<file path="src/rtl/denorm_16bits.sv">
// Two-stage pipelined right-shift denormalizer (inverse of the 16-bit LZD).
// Optional macro DENORM_STICKY_EN adds out_sticky, the OR of all shifted-out bits.
module denorm_16bits #(
    parameter int WIDTH = 16
) (
    input  logic             clk,
    input  logic             rst_n,
    input  logic             in_valid,
    output logic             in_ready,
    input  logic [WIDTH-1:0] in_data,
    input  logic [3:0]       in_p,
    input  logic             in_v,
    output logic             out_valid,
    input  logic             out_ready,
    output logic [WIDTH-1:0] out_data,
    output logic             out_zero
`ifdef DENORM_STICKY_EN
    ,
    output logic             out_sticky
`endif
);

    localparam int SW = 4;

    logic             s1_valid;
    logic [WIDTH-1:0] s1_data;
    logic [SW-3:0]    s1_hi;
    logic             s2_valid;
    logic [WIDTH-1:0] s2_data;
    logic             s2_zero;
    logic             s2_ready;
    logic [WIDTH-1:0] s1_next;
    logic [WIDTH-1:0] s2_next;

    // Fine shift by the low two count bits, coarse nibble shift in the second stage.
    always_comb begin
        s1_next = in_v ? (in_data >> in_p[1:0]) : '0;
        s2_next = s1_data >> {s1_hi, 2'b00};
    end

    assign s2_ready  = !s2_valid || out_ready;
    assign in_ready  = !s1_valid || s2_ready;
    assign out_valid = s2_valid;
    assign out_data  = s2_data;
    assign out_zero  = s2_zero;

`ifdef DENORM_STICKY_EN
    logic             s1_sticky;
    logic             s2_sticky;
    logic [WIDTH-1:0] s1_lost;
    logic [WIDTH-1:0] s2_lost;

    // Bits that fall off the bottom of each stage feed the sticky chain.
    always_comb begin
        s1_lost = in_data & ((WIDTH'(1) << in_p[1:0]) - WIDTH'(1));
        s2_lost = s1_data & ((WIDTH'(1) << {s1_hi, 2'b00}) - WIDTH'(1));
    end

    assign out_sticky = s2_sticky;

    always_ff @(posedge clk or negedge rst_n) begin
        if (!rst_n) begin
            s1_sticky <= 1'b0;
            s2_sticky <= 1'b0;
        end else begin
            if (in_valid && in_ready)
                s1_sticky <= in_v && (|s1_lost);
            if (s1_valid && s2_ready)
                s2_sticky <= s1_sticky || (|s2_lost);
        end
    end
`endif

    always_ff @(posedge clk or negedge rst_n) begin
        if (!rst_n) begin
            s1_valid <= 1'b0;
            s1_data  <= '0;
            s1_hi    <= '0;
            s2_valid <= 1'b0;
            s2_data  <= '0;
            s2_zero  <= 1'b1;
        end else begin
            if (in_ready)
                s1_valid <= in_valid;
            if (in_valid && in_ready) begin
                s1_data <= s1_next;
                s1_hi   <= in_p[3:2];
            end
            if (s2_ready)
                s2_valid <= s1_valid;
            if (s1_valid && s2_ready) begin
                s2_data <= s2_next;
                s2_zero <= (s2_next == '0);
            end
        end
    end

endmodule

</file>
<file path="config.mk">
export PLATFORM = sky130hd
export DESIGN_NAME = denorm_16bits
export DESIGN_NICKNAME = d
export VERILOG_FILES = /design/src/rtl/denorm_16bits.sv
export SDC_FILE = /design/constraint.sdc
export NUM_CORES = 1
export LEC_CHECK = 0
export ABC_AREA = 1
export CAP_MARGIN = 10
export CORE_MARGIN = 4
export CORE_UTILIZATION = 52
export DETAILED_ROUTE_END_ITERATION = 8
export DONT_BUFFER_PORTS = 1
export PLACE_DENSITY = 0.64
export SETUP_SLACK_MARGIN = 0.15
export SLEW_MARGIN = 20
export SYNTH_ARGS = -nofsm -noshare
export SYNTH_HDL_FRONTEND = slang
export SYNTH_SLANG_ARGS = --single-unit
</file>
<file path="constraint.sdc">
create_clock -name clk -period 1.5 [get_ports clk]
set_clock_uncertainty 0.05 [all_clocks]
set_input_delay 0.225 -clock clk [delete_from_list [all_inputs] [get_ports clk]]
set_output_delay 0.225 -clock clk [all_outputs]
set_load 0.005 [all_outputs]
</file>
# Word-level counts from Yosys, hierarchy flattened
# Index checks and enable logic that the tools add are counted.
[totals]
regBits = 37
latch_bits = 0
ram_bits = 0
rom_bits = 0
inputBits = 25
out_inout_bits = 19
elab_cells = 16
n_memories = 0
[classes]
addsub = 0
mul = 0
div_mod_pow = 0
n_lt_le_gt_ge = 0
n_eq_ne = 0
n_shift = 2
mux = 1
bitwise = 0
n_reduce_logical = 7
[ops]
columns = ["cell", "count"]
rows = [
  ["$logic_not A16 Y1", 1],
  ["$mux W16", 1],
  ["$shr A16 B2 Y16", 1],
  ["$shr A16 B4 Y16", 1],
  ["$logic_and A1 B1 Y1", 2],
  ["$logic_not A1 Y1", 2],
  ["$logic_or A1 B1 Y1", 2],
]

# Longest topological paths before layout
[logic_depth]
ltp_word = 4
mapped_depth = 10
ltp_nobuf = 10

# Worst setup path after synthesis
# Ideal clock, no wire load.
[synth_path]
kind = "register -> register"
from = "reg s2_valid, in the netlist out_valid"
to = "reg s2_data[1], in the netlist out_data[1]"
setup_time_ns = 0.128
t_arrival_ns = 1.081
required_time_ns = 1.322
setup_slack_ns = 0.241
stages_incl_launch_ff = 7
n_path_buf = 2
period_less_slack_ns = 1.259
path_cell_list = "dfrtp_1 > a21oi_2 > inv_1 > buf_2 > buf_6 > nand2_1 > o21ai_0"
[synth_between]
elab_chain_cells = 3
[synth_lines]
columns = ["item", "line", "text"]
rows = [
  ["from (decl)", "28", "logic s2_valid;"],
  ["from (signal assigned)", "90", "s2_valid <= s1_valid;"],
  ["$logic_not A1 Y1", "41", "assign s2_ready = !s2_valid || out_ready;"],
  ["$logic_or A1 B1 Y1", "41", ""],
  ["$logic_and A1 B1 Y1", "91", "if (s1_valid && s2_ready) begin"],
  ["to (signal assigned)", "92", "s2_data <= s2_next;"],
  ["to (decl)", "29", "logic [WIDTH-1:0] s2_data;"],
]
# No other way between the ends.
# A chain may end at the register's enable or synchronous reset.

# Worst setup path after layout
[layout_path]
from = "reg s1_hi[0]"
to = "reg s2_zero, in the netlist out_zero"
[layout_between]
elab_chain_cells = 2
[layout_lines]
columns = ["item", "line", "text"]
rows = [
  ["from (decl)", "27", "logic [SW-3:0] s1_hi;"],
  ["from (signal assigned)", "87", "s1_hi <= in_p[3:2];"],
  ["$shr A16 B4 Y16", "38", "s2_next = s1_data >> {s1_hi, 2'b00};"],
  ["$logic_not A16 Y1", "93", "s2_zero <= (s2_next == '0);"],
  ["to (signal assigned)", "93", ""],
  ["to (decl)", "30", "logic s2_zero;"],
]
# No other way between the ends.

==> results.yml <==
min_path:
  hold_class: "input port to flip-flop"
  hold_path.startpoint: "in_p[2]"
  min_delay_worst_endpoint: "s1_hi[0]"
  hold_depth: 2
die:
  start_util_pct: 54.91
  dieHeight_um: 70.88
  io_pins: 44
  die-width_um: 70.88
  core-area_um2: 3744
  num_rows: 22
  die_area_um2: 5023
timing:
  timing_worst_slew_pin_value_ns: 0.4248
  timing.setup.tns_ns: 0
  fin_ws_ns: 0.1614
  rsz0062_at_grt: "yes"
  layout_min_cycle_time_ns: 1.339
  max_freq_mhz: 747.1
  timing_max_transition_violations_final: 0
  setup_viol_count_final: 0
  worst_hold_slack_ns: 0.01638
  slew_headroom_pct: 71.50
  final.period_utilization_pct: 89.24
  finalHoldViolCount: 0
place:
  dp.cells: 315
  dp.final_hpwl_um: 3139
  routabilityCongestion: 0.7967
  io_buffers: 0
  preCtsSetupSlack_ns: 0.08216
setup_path:
  worstPathMaxFanout: 6
  timing.critical_path.required_ns: 1.68
  reg2reg_to: "out_zero"
  crit_type: "flip-flop to flip-flop"
  cp_num_buf_inv: 1
  max_stage_delay_ns: 0.47
  endpoint_kind: "flip-flop"
  critical_path_cell_count: 8
  cell_type_with_the_highest_occurrence_count_on_the_critical_path: "sky130_fd_sc_hd__nand2_1"
  top_family_by_delay_on_critical_path: "flip-flops"
  cp_cell_sequence: "buf_6 > nand2_1 > nand2_2 > o21ai_2 > nand2_1 > nor2_1 > nand3_1 > nand2_1"
  worst-endpoint-arrival_ns: 1.52
  crit_slowest_cell: "sky130_fd_sc_hd__dfrtp_2"
  r2r.worst_path.cells: 8
  rr_startpoint: "s1_hi[0]"
  worst_setup_path_start_kind: "flip-flop"
  reg2reg_setup_slack_ns: 0.16
route:
  drc: 0
  route.detailed.vias_per_inst: 5.186
  detail_route.wirelength_um: 4204
  drt-pass1-iter-count: 4
  wl_per_cell_um: 12.82
  detail-route-antenna-nets: 0
  via_count: 1701
  detailedRoute.firstIterationViolations: 58
grt:
  overflow_after_grt: 0
  grt_start_max_net_pins: 38
  grt_antenna_before_repair: 0
  grt_use_total_pct: 18.58
  first_global_vias: 1618
  wire_length_of_the_first_global_routing_pass_um: 7452
clock_network:
  worst_setup_hold_path_clk_slew_ns: 0.06
  cts-root-buf: "sky130_fd_sc_hd__clkbuf_8"
  clkSinkCount: 37
  ctsLongestPathBuffers: 2
  cts_buffers: 5
  tritoncts: "yes"
  clock_insertion_delay_worst_skew_ns: 0.29
  htree_num_levels: 2
final_layout:
  layout.core_utilization_pct: 59.96
  nets: 305
  diode_count: 0
  final_common_cell: "sky130_fd_sc_hd__nand2_1"
  syn2layout_area_growth_pct: 9.190
  layout_common_cells: "sky130_fd_sc_hd__nand2_1 (118), sky130_fd_sc_hd__dfrtp_1 (34), sky130_fd_sc_hd__nand3_1 (31), sky130_fd_sc_hd__o21ai_0 (28), sky130_fd_sc_hd__inv_1 (10)"
  stdcell_count: 328
  share_of_cells_above_drive_strength_1_pct: 12.14
pwr:
  vdd.ir_drop.worst_v: 0.0007156
  standby_leakage_power_nw: 1.113
  p_per_area_nw_per_um2: 1183
yosys:
  yosysTopAreaCell: "sky130_fd_sc_hd__dfrtp_1"
  synthesized_area_divided_by_synthesized_cell_count_um2: 7.448
  syn_area_um2: 2056
  postSynthRegisterBits: 37
  synth_top_area_share_pct: 43.82
  synth_fp_nets: 301
  netlist_instances: 276
  synth.top_cells.by_area: "sky130_fd_sc_hd__dfrtp_1 (44%), sky130_fd_sc_hd__nand2_1 (22%), sky130_fd_sc_hd__nand3_1 (7.5%), sky130_fd_sc_hd__o21ai_0 (6.8%), sky130_fd_sc_hd__mux2i_1 (3.9%)"
  yosysUniqueCellTypes: 26
  synth_seq_area_share_pct: 45.10
  synth.yosys.warnings: 0
run_status:
  run_status: "finished, final reports clean"
job:
  maxCapViolations: 0
metrics by stage:
stage               power, mW  cell area [um2]
floorplan               1.819             2056
global placement        1.912             2053
detailed placement      1.916             2053
CTS                     2.657             2198
global route            2.865             2245
finish                  2.655             2245
cell families after synthesis:
group	Yosys count	share of synthesized area, %
DFF	37	45.10
and+or+nand+nor	163	32.87
muxes	8	3.895
AOI/OAI and AO/OA	39	10.59
buffers and inverters	29	7.547
registers in the layout, summed over array words and instances, names as in the netlist:
signal,flops
out_data,16
out_valid,1
out_zero,1
s1_data,16
s1_hi,2
s1_valid,1
cell usage after synthesis (all sizes together):
cell type,instances
o211ai,2
mux2i,8
buf,9
dfstp,1
dfrtp,36
a31oi,1
inv,15
nand3,33
clkinv,1
o21ai,33
clkbuf,4
o21a,1
nand2,124
o22ai,1
a21oi,1
nor2,6
area by class of cell:
type,count,area [um2]
well taps,48,60.06
inverters,16,75.07
fillers,367,1499
clock buffers,7,86.33
multi-input cells,210,996.0
repair buffers,10,97.59
flip-flops and latches,37,929.6
routing by layer:
| layer | up-vias | track usage (%) | part of all wire (%) |
|---|---|---|---|
| li1 | 903 | - | - |
| met1 | 741 | 25.02 | 48 |
| met2 | 51 | 28.12 | 43 |
| met3 | 6 | 6.960 | 8.1 |
| met4 | 0 | 5.219 | 1.0 |
| met5 | - | 0 | 0 |
where the power goes:
group	total [mW]	switching (mW)	internal, mW
sequential	1.34	0.152	1.18
combinational	0.634	0.387	0.247
clock	0.687	0.322	0.364
total	2.66	0.861	1.79
timing repair:
item | CTS | global route
buffers inserted | 1 | 1
pin swaps | 1 | 2
hold endpoints to repair | 38 | 0
cloned | 0 | 1
endpoints found under the setup margin | 11 | 25
gates resized for setup | 4 | 11
hold buffers | 3 | 0
worst max path at each step:
stage | slack, ns | start | to
after CTS | 0.16 | s1_hi[0] | out_zero
after global routing | 0.07 | s1_hi[0] | out_zero
after global placement | 0.11 | s1_hi[0] | out_zero
final | 0.16 | s1_hi[0] | out_zero
after floorplan | 0.24 | out_valid | out_data[1]
after detailed placement | 0.08 | out_valid | s1_data[9]
(Power assumes the default switching activity.)
